$ cat src/rtl/demux2_64_buf.sv
// Routes each accepted word to one of two channels, each with its own DEPTH-entry FIFO.
// Optional per-channel pop counters on xfer_cnt when DEMUX2_64_BUF_STATS_EN is defined.
module demux2_64_buf #(
  parameter  int SIZE  = 64,
  parameter  int DEPTH = 2,
  localparam int AW    = $clog2(DEPTH),
  localparam int CW    = $clog2(DEPTH) + 1
) (
  input  logic                 clk,
  input  logic                 reset,
  input  logic [SIZE-1:0]      in_data,
  input  logic                 in_sel,
  input  logic                 in_valid,
  output logic                 in_ready,
  output logic [1:0][SIZE-1:0] out_data,
  output logic [1:0]           out_valid,
  input  logic [1:0]           out_ready,
  output logic [1:0][CW-1:0]   out_count
`ifdef DEMUX2_64_BUF_STATS_EN
  ,
  output logic [1:0][15:0]     xfer_cnt
`endif
);

  logic [SIZE-1:0]      mem_q [2][DEPTH];
  logic [1:0][AW-1:0]   wr_ptr_q, wr_ptr_d;
  logic [1:0][AW-1:0]   rd_ptr_q, rd_ptr_d;
  logic [1:0][CW-1:0]   count_q, count_d;
  logic [1:0][SIZE-1:0] head_q, head_d;
  logic [1:0]           push, pop;

  // NOTE: every signal written here gets a value on every path, so no latch is inferred.
  always_comb begin
    in_ready = (count_q[in_sel] != CW'(DEPTH));
    for (int k = 0; k < 2; k++) begin
      push[k]     = in_valid && in_ready && (in_sel == 1'(k));
      pop[k]      = (count_q[k] != '0) && out_ready[k];
      wr_ptr_d[k] = wr_ptr_q[k] + AW'(push[k]);
      rd_ptr_d[k] = rd_ptr_q[k] + AW'(pop[k]);
      count_d[k]  = count_q[k] + CW'(push[k]) - CW'(pop[k]);
      // Head is registered so it can hold its last value once the channel drains.
      head_d[k]   = head_q[k];
      if (count_d[k] != '0) begin
        if (push[k] && (wr_ptr_q[k] == rd_ptr_d[k])) begin
          head_d[k] = in_data;
        end else begin
          head_d[k] = mem_q[k][rd_ptr_d[k]];
        end
      end
    end
  end

  // NOTE: state registers use non-blocking assignments so all of them update from pre-edge values.
  always_ff @(posedge clk or posedge reset) begin
    if (reset) begin
      wr_ptr_q <= '0;
      rd_ptr_q <= '0;
      count_q  <= '0;
      head_q   <= '0;
    end else begin
      wr_ptr_q <= wr_ptr_d;
      rd_ptr_q <= rd_ptr_d;
      count_q  <= count_d;
      head_q   <= head_d;
    end
  end

  // NOTE: the storage array is not reset; count and the head register gate everything observable.
  always_ff @(posedge clk) begin
    for (int k = 0; k < 2; k++) begin
      if (push[k]) begin
        mem_q[k][wr_ptr_q[k]] <= in_data;
      end
    end
  end

  always_comb begin
    for (int k = 0; k < 2; k++) begin
      out_valid[k] = (count_q[k] != '0);
    end
  end

  assign out_data  = head_q;
  assign out_count = count_q;

`ifdef DEMUX2_64_BUF_STATS_EN
  logic [1:0][15:0] xfer_q, xfer_d;

  always_comb begin
    for (int k = 0; k < 2; k++) begin
      xfer_d[k] = xfer_q[k] + 16'(pop[k]);
    end
  end

  always_ff @(posedge clk or posedge reset) begin
    if (reset) begin
      xfer_q <= '0;
    end else begin
      xfer_q <= xfer_d;
    end
  end

  assign xfer_cnt = xfer_q;
`endif

endmodule
$ cat config.mk
export PLATFORM = sky130hd
export DESIGN_NAME = demux2_64_buf
export DESIGN_NICKNAME = d
export VERILOG_FILES = /design/src/rtl/demux2_64_buf.sv
export SDC_FILE = /design/constraint.sdc
export NUM_CORES = 1
export LEC_CHECK = 0
export CELL_PAD_IN_SITES_DETAIL_PLACEMENT = 2
export CELL_PAD_IN_SITES_GLOBAL_PLACEMENT = 2
export CORE_UTILIZATION = 36
export DETAILED_ROUTE_END_ITERATION = 10
export HOLD_SLACK_MARGIN = 0.1
export PLACE_DENSITY_LB_ADDON = 0.1
export SLEW_MARGIN = 20
export SYNTH_ARGS = -nofsm -noshare
export SYNTH_HDL_FRONTEND = slang
export SYNTH_SLANG_ARGS = --single-unit
$ cat constraint.sdc
create_clock -name clk -period 4.7 [get_ports clk]
set_clock_uncertainty 0.1 [all_clocks]
set_input_delay 0.94 -clock clk [delete_from_list [all_inputs] [get_ports clk]]
set_output_delay 0.94 -clock clk [all_outputs]
set_load 0.01 [all_outputs]
# Word level (Yosys, flattened, before mapping)

Memories as Yosys holds them, arrays and structs flattened.
Cells that the tools add are included.

RAM bits: 256
Output and inout bits: 135
Word-level logic and storage cells: 67
Register bits: 136
Input bits: 70
Memories: 1

$add $sub $neg: 8
Reduce and logical (&&, ||, !) cells: 14
Multiplexer cells: 21
Bitwise operators: 5
Order comparisons: 7
Eq/ne operators: 3

Memory list:

| memory | depth | bits a word | read ports | clocked after memory_dff | write ports | line | source |
|---|---|---|---|---|---|---|---|
| mem_q  | 2     | 128         | 2          | 0                        | 1           | 25   | `logic [SIZE-1:0] mem_q [2][DEPTH];` |

Operators by type and width:

| kind                                                        | count |
|---|---|
| 2-to-1 mux 64 bit                                           | 10 |
| 2-to-1 mux 128 bit                                          | 4 |
| demux 64 bit (select 1 bit)                                 | 2 |
| OR reduction 128 bit                                        | 1 |
| logical AND 1 bit                                           | 9 |
| greater-or-equal comparator 2 bit (second input constant)   | 4 |
| inverter 1 -> 2 bit                                         | 4 |
| nonzero test 2 bit                                          | 4 |
| adder 1 bit                                                 | 4 |
| adder 2 x 1 -> 2 bit                                        | 2 |
| less-than comparator 2 x 1 -> 1 bit (second input constant) | 2 |
| 2-to-1 mux 2 bit                                            | 2 |
| subtractor 2 x 1 -> 2 bit                                   | 2 |
| 2-to-1 mux 1 bit                                            | 3 |
| equality test 1 bit                                         | 2 |
| less-than comparator 1 x 2 -> 1 bit (second input constant) | 1 |
| != test 2 bit (second input constant)                       | 1 |
| inverter 1 bit                                              | 1 |

# Logic depth before layout (Yosys ltp)

Gate-level depths: netlist of the first run.

Depth after elaboration: 9
Mapped depth: 11
Gate-level depth less buffers: 9

# Worst setup path after synthesis of the first run

Ideal clock, no wire load.

Kind: input to register
From: input in_sel
To: memory mem_q[0][100] in the netlist's numbering, enable pin
Path slack: 1297 ps
Cell stages on the path: 3
Arrival: 2874 ps
Data required time: 4171 ps
Library setup time: 429 ps
Path through: nand3b_1 inv_1 ha_1

Word-level cells in the longest chain between the ends: 9
Elaborated cells on any way between the ends: 14
Classes of those cells: 1 x eq/ne; 8 x mux; 1 x bitwise; 4 x reduce/logical

Ends and longest elaborated chain:

| what                                                                    | line | source |
|---|---|---|
| from (decl)                                                             | 12   | `input logic in_sel,` |
| 2-to-1 mux 2 bit (not written as such) (2 in a row)                     | 34   | `in_ready = (count_q[in_sel] != CW'(DEPTH));` |
| != test 2 bit                                                           | 34   |  |
| logical AND 1 bit (2 in a row)                                          | 36   | `push[k] = in_valid && in_ready && (in_sel == 1'(k));` |
| 2-to-1 mux 1 bit                                                        | 71   | `if (push[k]) begin` |
| 2-to-1 mux 128 bit (not written as such)                                | 72   | `mem_q[k][wr_ptr_q[k]] <= in_data;` |
| OR reduction 128 bit (no line)                                          | n/a  |  |
| 2-to-1 mux 1 bit (no line) / 2-to-1 mux 128 bit (equally long branches) | n/a  |  |
| to (decl)                                                               | 25   |  |

Several ways; a longest one is shown, not always the timed one. The select of a mux whose other input is x is not followed.

==> summary.txt, run 1 <==
status: completed
Ant. Diodes: 0
io pins: 205
Cell Area, Synth: 15,800 um^2
Final setup viols: 0
Worst-Margin Slew: 1.03 ns
Unique masters post-synth: 23
pre-CTS WS: 0.554 ns
Nets: 1,239
area delta synth->final: 25.7%
Comb power frac: 47.5%
syn_area_per_cell: 16.8 um^2
IO Port Bufs: 204
first-pass GRT wire length: 67,400 um
root buffer cell: clkbuf_16
WP data arrival: 3.86 ns
Die H: 211 um
Post-CTS Setup Bufs: 0
Setup CP Type: in -> reg
R2R cell count: 10
placed cell count: 1,700
via count: 9,177
Fmax: 282 MHz
initial drt markers: 432
H-tree Lvls: 2
DRT antenna net count: 0
share of the yosys chip area belonging to registers: 70.3%
share of cells above drive strength 1: 18.3%
Max Cap Viol: 0
antenna violations before repair: 2
Clock Pin Slew Worst Setup and Hold Paths: 0.06 ns
full die area: 44,700 um^2
largest net degree at the start of global routing: 65
CTS tree: yes
net switching power: 6.28 mW
most used cell, CP: ha_1
CP Depth: 10
P_int: 9.89 mW
unrepaired setup endpoints after global routing: false
Hold Path Cell Cnt: 2
Starting Density: 36.6%
Min-Delay Path Class: reg -> reg
Rel. slew slack: 31.1%
total track usage: 20.6%
Slew Viols, Final: 0
Net Count, Synth: 1,018
vias in the first global route: 10,500
CP Max Fanout: 32
static leakage: 7.47 nW
worst path cell trace: clkdlybuf4s50_1, nand3b_1, ha_1, inv_1, ha_1, xor3_1, or2_4, o21a_4, buf_4, a221oi_2
CP Buf/Inv Count: 3
Slowest-stage cell, CP: o21a_4
Post-Layout Cell Count: 1,779
gr ovfl total: 0
Core Util, Final: 45.9%
post-CTS sizing: 0
sw frac: 38.8%
Sink Count: 392
R2R setup slack: 1.48 ns
WL final: 44,600 um
worst skew pair latency: 0.56 ns
drt drc: 0
Core ar.: 43,200 um^2
synthesized flop and latch total: 392
delay of the slowest critical-path stage: 0.63 ns
clock buffer depth: 3
Cells after Synth: 940
post-route minimum period: 3.54 ns
CP startpoint kind: input pin
family with the most delay on the worst path: buffers and inverters
Worst setup EP type: flop
Detailed Place HPWL: 26,300 um
CP required: 5.02 ns
Peak VDD IR: 1.16 mV
Setup TNS: 0 ns
WL/cell: 25.1 um
endpoints failing hold: 0
Die Wd: 211 um
commonest non-fill, non-tap cell in the layout: edfxtp_1
Power Density: 815 nW/um^2
commonest non-fill, non-tap cells in the layout: edfxtp_1 (256), clkdlybuf4s50_1 (204), dfrtp_1 (136), nor2_1 (130), mux2i_1 (128)
vias per inst: 5.16
fin worst setup slack: 1.16 ns
CTS Buf Count: 44
Tcrit/Tclk final: 75.3%
hold buffers post-CTS: 0
drt pass-1 iters: 5
RePlAce Congestion: 0.742
clock share of power: 20.1%
sequential power share: 32.5%
Yosys warning count: 0
FP Rows: 76
fill count: 4,109
worst paths after layout:
check,start,to
setup reg to reg,out_count[2],out_data[98]
min in group asynchronous,reset,out_data[87]
max in group asynchronous,reset,out_data[50]
hold / removal,out_data[61],out_data[61]
setup / recovery,in_sel,out_data[6]
hold reg to reg,out_data[61],out_data[61]
per-layer routing:
metal	GRT usage (%)	share of wire, %	up-vias
met3	3.50	4.1	70
met5	0	0.076	-
met1	28.4	46	4906
li1	-	-	4007
met4	6.57	2.3	4
met2	33.3	48	190
final cells by class:
class | instances | area (um^2) | area share [%]
Clock buffer | 72 | 1310 | 6.59
Inverter | 75 | 287 | 1.44
Sequential cell | 392 | 11100 | 55.9
Multi-Input combinational cell | 419 | 4060 | 20.4
Clock inverter | 7 | 32.5 | 0.164
Timing Repair Buffer | 229 | 2330 | 11.7
Tap cell | 585 | 732 | 3.69
through the flow:
stage	hold WS [ns]	instance area (um^2)	total power, mW
2_1_floorplan	0.470	15800	10.2
3_3_place_gp	0.458	18500	12.9
3_5_place_dp	0.466	18500	13.1
4_1_cts	0.482	19800	16.4
5_1_grt	0.509	19800	17.1
6_report	0.481	19800	16.2
worst register-to-register path: cells and delay by family (launching register included):
kind | cells | cell delay [ns]
AO/OA/AOI/OAI | 2 | 0.74
XOR/XNOR | 1 | 0.23
AND/OR/NAND/NOR | 3 | 0.58
buffers and inverters | 2 | 0.47
flip-flops | 1 | 0.43
adder cells (fa/ha/maj) | 2 | 0.57
power groups by stage:
| stage | Combinational, mW | Sequential (mW) | Clock, mW |
|---|---|---|---|
| 6_report | 7.67 | 5.25 | 3.24 |
| 4_1_cts | 7.83 | 5.27 | 3.33 |
| 3_3_place_gp | 7.60 | 5.30 | 0 |
| 3_5_place_dp | 7.77 | 5.32 | 0 |
| 5_1_grt | 8.25 | 5.34 | 3.47 |
| 2_1_floorplan | 4.78 | 5.41 | 0 |
synth_stat cells:
master | count | area (um^2)
ha_1 | 8 | 100
buf_2 | 26 | 130
nor3_4 | 2 | 32.5
mux2_2 | 1 | 11.3
nand3b_1 | 1 | 7.51
xor3_1 | 2 | 47.6
mux2i_1 | 128 | 1280
or2_1 | 2 | 12.5
inv_1 | 75 | 282
nand2b_1 | 2 | 12.5
o21a_1 | 4 | 30.0
or2_2 | 2 | 12.5
a211oi_2 | 2 | 25.0
dfrtp_1 | 136 | 3400
nand3_1 | 1 | 5.00
a221oi_2 | 118 | 1770
buf_6 | 26 | 293
nor4_1 | 2 | 12.5
xnor2_1 | 6 | 52.6
edfxtp_1 | 256 | 7690
a221oi_1 | 8 | 70.1
nor2_1 | 130 | 488
buf_4 | 2 | 15.0
kinds of logic (layout without fill, tap and decap cells):
| family | after synthesis | count (layout) | share of synthesized area [%] |
|---|---|---|---|
| compound gates | 132 | 132 | 12.0 |
| fa+ha+maj | 8 | 8 | 0.634 |
| xor+xnor | 8 | 8 | 0.634 |
| simple gates | 142 | 142 | 3.69 |
| buf+inv | 129 | 383 | 4.56 |
| flops | 392 | 392 | 70.3 |
| mux | 129 | 129 | 8.19 |
state kept, by name, summed over array words and instances, names as in the netlist:
register   count
wr_ptr_q       2
out_data     128
out_count      4
rd_ptr_q       2
mem_q        256
Power figures use the tool's default switching activity.
==> run 2, diff against run 1 <==
==> constraint.sdc (replaced) <==
create_clock -name clk -period 3.23 [get_ports clk]
set_clock_uncertainty 0.1 [all_clocks]
set_input_delay 0.646 -clock clk [delete_from_list [all_inputs] [get_ports clk]]
set_output_delay 0.646 -clock clk [all_outputs]
set_load 0.01 [all_outputs]
==> run 2 against run 1 <==
Largest power group unchanged. Critical path depth unchanged. Critical path type unchanged. Sequential share of layout area decreased by 1.2 points. Critical endpoint is now out_data[32]. Core utilization up 1.0 points.
==> summary.txt, run 2 (synthesis results as in run 1) <==
worst skew pair latency: 0.58 ns
Core ar.: 43,200 um^2
Slew Viols, Final: 0
Nets: 1,257
clock buffer depth: 3
CTS tree: yes
fin worst setup slack: 0.233 ns
Post-Layout Cell Count: 1,799
Final Power: 24.5 mW
IO Port Bufs: 204
RePlAce Congestion: 0.717
Post-CTS Setup Bufs: 0
gr ovfl total: 0
Setup CP Type: in -> reg
H-tree Lvls: 2
Clock Pin Slew Worst Setup and Hold Paths: 0.06 ns
WL final: 44,900 um
vias in the first global route: 10,600
Setup TNS: 0 ns
CP startpoint kind: input pin
post-CTS sizing: 0
max reg flops: 256
vias per inst: 5.12
CP required: 3.55 ns
Sink Count: 392
Worst-Margin Slew: 0.889 ns
total track usage: 20.6%
root buffer cell: clkbuf_16
commonest non-fill, non-tap cell in the layout: edfxtp_1
DRT antenna net count: 0
post-route minimum period: 3.00 ns
hold buffers post-CTS: 0
Detailed Place HPWL: 27,200 um
antenna violations before repair: 3
worst hold slack: 0.218 ns
Peak VDD IR: 1.10 mV
endpoints failing hold: 0
Die Wd: 211 um
CTS Buf Count: 44
pre-CTS WS: -0.374 ns
Tcrit/Tclk final: 92.8%
register area: 11,100 um^2
Worst setup EP type: flop
fill count: 4,080
full die area: 44,700 um^2
placed cell count: 1,718
largest net degree at the start of global routing: 80
WL/cell: 25.0 um
Rel. slew slack: 40.5%
first-pass GRT wire length: 67,600 um
commonest non-fill, non-tap cells in the layout: edfxtp_1 (256), clkdlybuf4s50_1 (204), dfrtp_1 (136), nor2_1 (130), mux2i_1 (128)
drt drc: 0
Fmax: 334 MHz
via count: 9,207
FP Rows: 76
drt pass-1 iters: 6
Power Density: 1210 nW/um^2
static leakage: 7.67 nW
unrepaired setup endpoints after global routing: false
Starting Density: 36.6%
initial drt markers: 405
io pins: 205
share of cells above drive strength 1: 20.0%
Min-Delay Path Class: in -> async
CP Max Fanout: 24
area delta synth->final: 28.4%
Die H: 211 um
Max Cap Viol: 0
status: completed
WP data arrival: 3.32 ns
Final setup viols: 0
Multi-input gate area: 4060 um^2
==> run 2: stage by stage <==
stage | utilization (%) | instance area, um^2
after floorplan | - | 15800
after global placement | 43.6 | 18800
after detailed placement | 43.6 | 18800
after CTS | 46.9 | 20300
after global routing | 46.9 | 20300
final | 46.9 | 20300
==> run 2: final cells by class <==
| cell class | count | area share, % |
|---|---|---|
| tap | 585 | 3.61 |
| clock inverter | 21 | 1.06 |
| antenna | 1 | 0.0123 |
| clock buffer | 59 | 5.96 |
| inverter | 75 | 1.41 |
| multi-input combinational | 419 | 20.0 |
| timing repair buffer | 247 | 13.2 |
| sequential | 392 | 54.7 |
==> run 2: critical path, stage by stage <==
cell,delay [ns]
clkdlybuf4s50_1,0.44
nand3b_1,0.20
ha_1,0.29
inv_1,0.04
ha_1,0.18
xor3_1,0.22
nor2_1,0.09
nor3_4,0.75
buf_12,0.33
a221oi_2,0.11
==> run 2: metal layers <==
metal | vias up | GRT usage [%] | routed length (um)
met5 | - | 0 | 31
met4 | 4 | 6.25 | 940
met3 | 60 | 3.26 | 1620
met2 | 175 | 34.6 | 22100
met1 | 4899 | 27.5 | 20200
li1 | 4069 | - | -
==> run 2: report_power, final <==
part / leakage, nW / internal [mW] / switching (mW)
Sequential: 3.88 / 6.84 / 0.847
Clock: 0.700 / 2.94 / 2.02
Combinational: 3.10 / 5.40 / 6.46
==> run 2: worst paths after layout <==
check / start / to / slack [ns] / depth (start not counted)
setup / recovery: in_sel / out_data[32] / 0.23 / 10
hold / removal: reset / out_data[79] / 0.22 / 2
setup reg to reg: out_count[0] / out_data[32] / 0.29 / 10
hold reg to reg: out_data[66] / out_data[66] / 0.48 / 2
max in group asynchronous: reset / out_data[54] / 2.04 / 3
min in group clk: out_data[66] / out_data[66] / 0.48 / 2
==> run 3, diff against run 2 <==
--- a/config.mk
+++ b/config.mk
@@ -5,6 +5,7 @@
 export SDC_FILE = /design/constraint.sdc
 export NUM_CORES = 1
 export LEC_CHECK = 0
+export CAP_MARGIN = 5
 export CELL_PAD_IN_SITES_DETAIL_PLACEMENT = 2
 export CELL_PAD_IN_SITES_GLOBAL_PLACEMENT = 2
 export CORE_UTILIZATION = 36
==> results of run 3 <==
The final DEF is identical to that of run 2; final timing and power are the same.
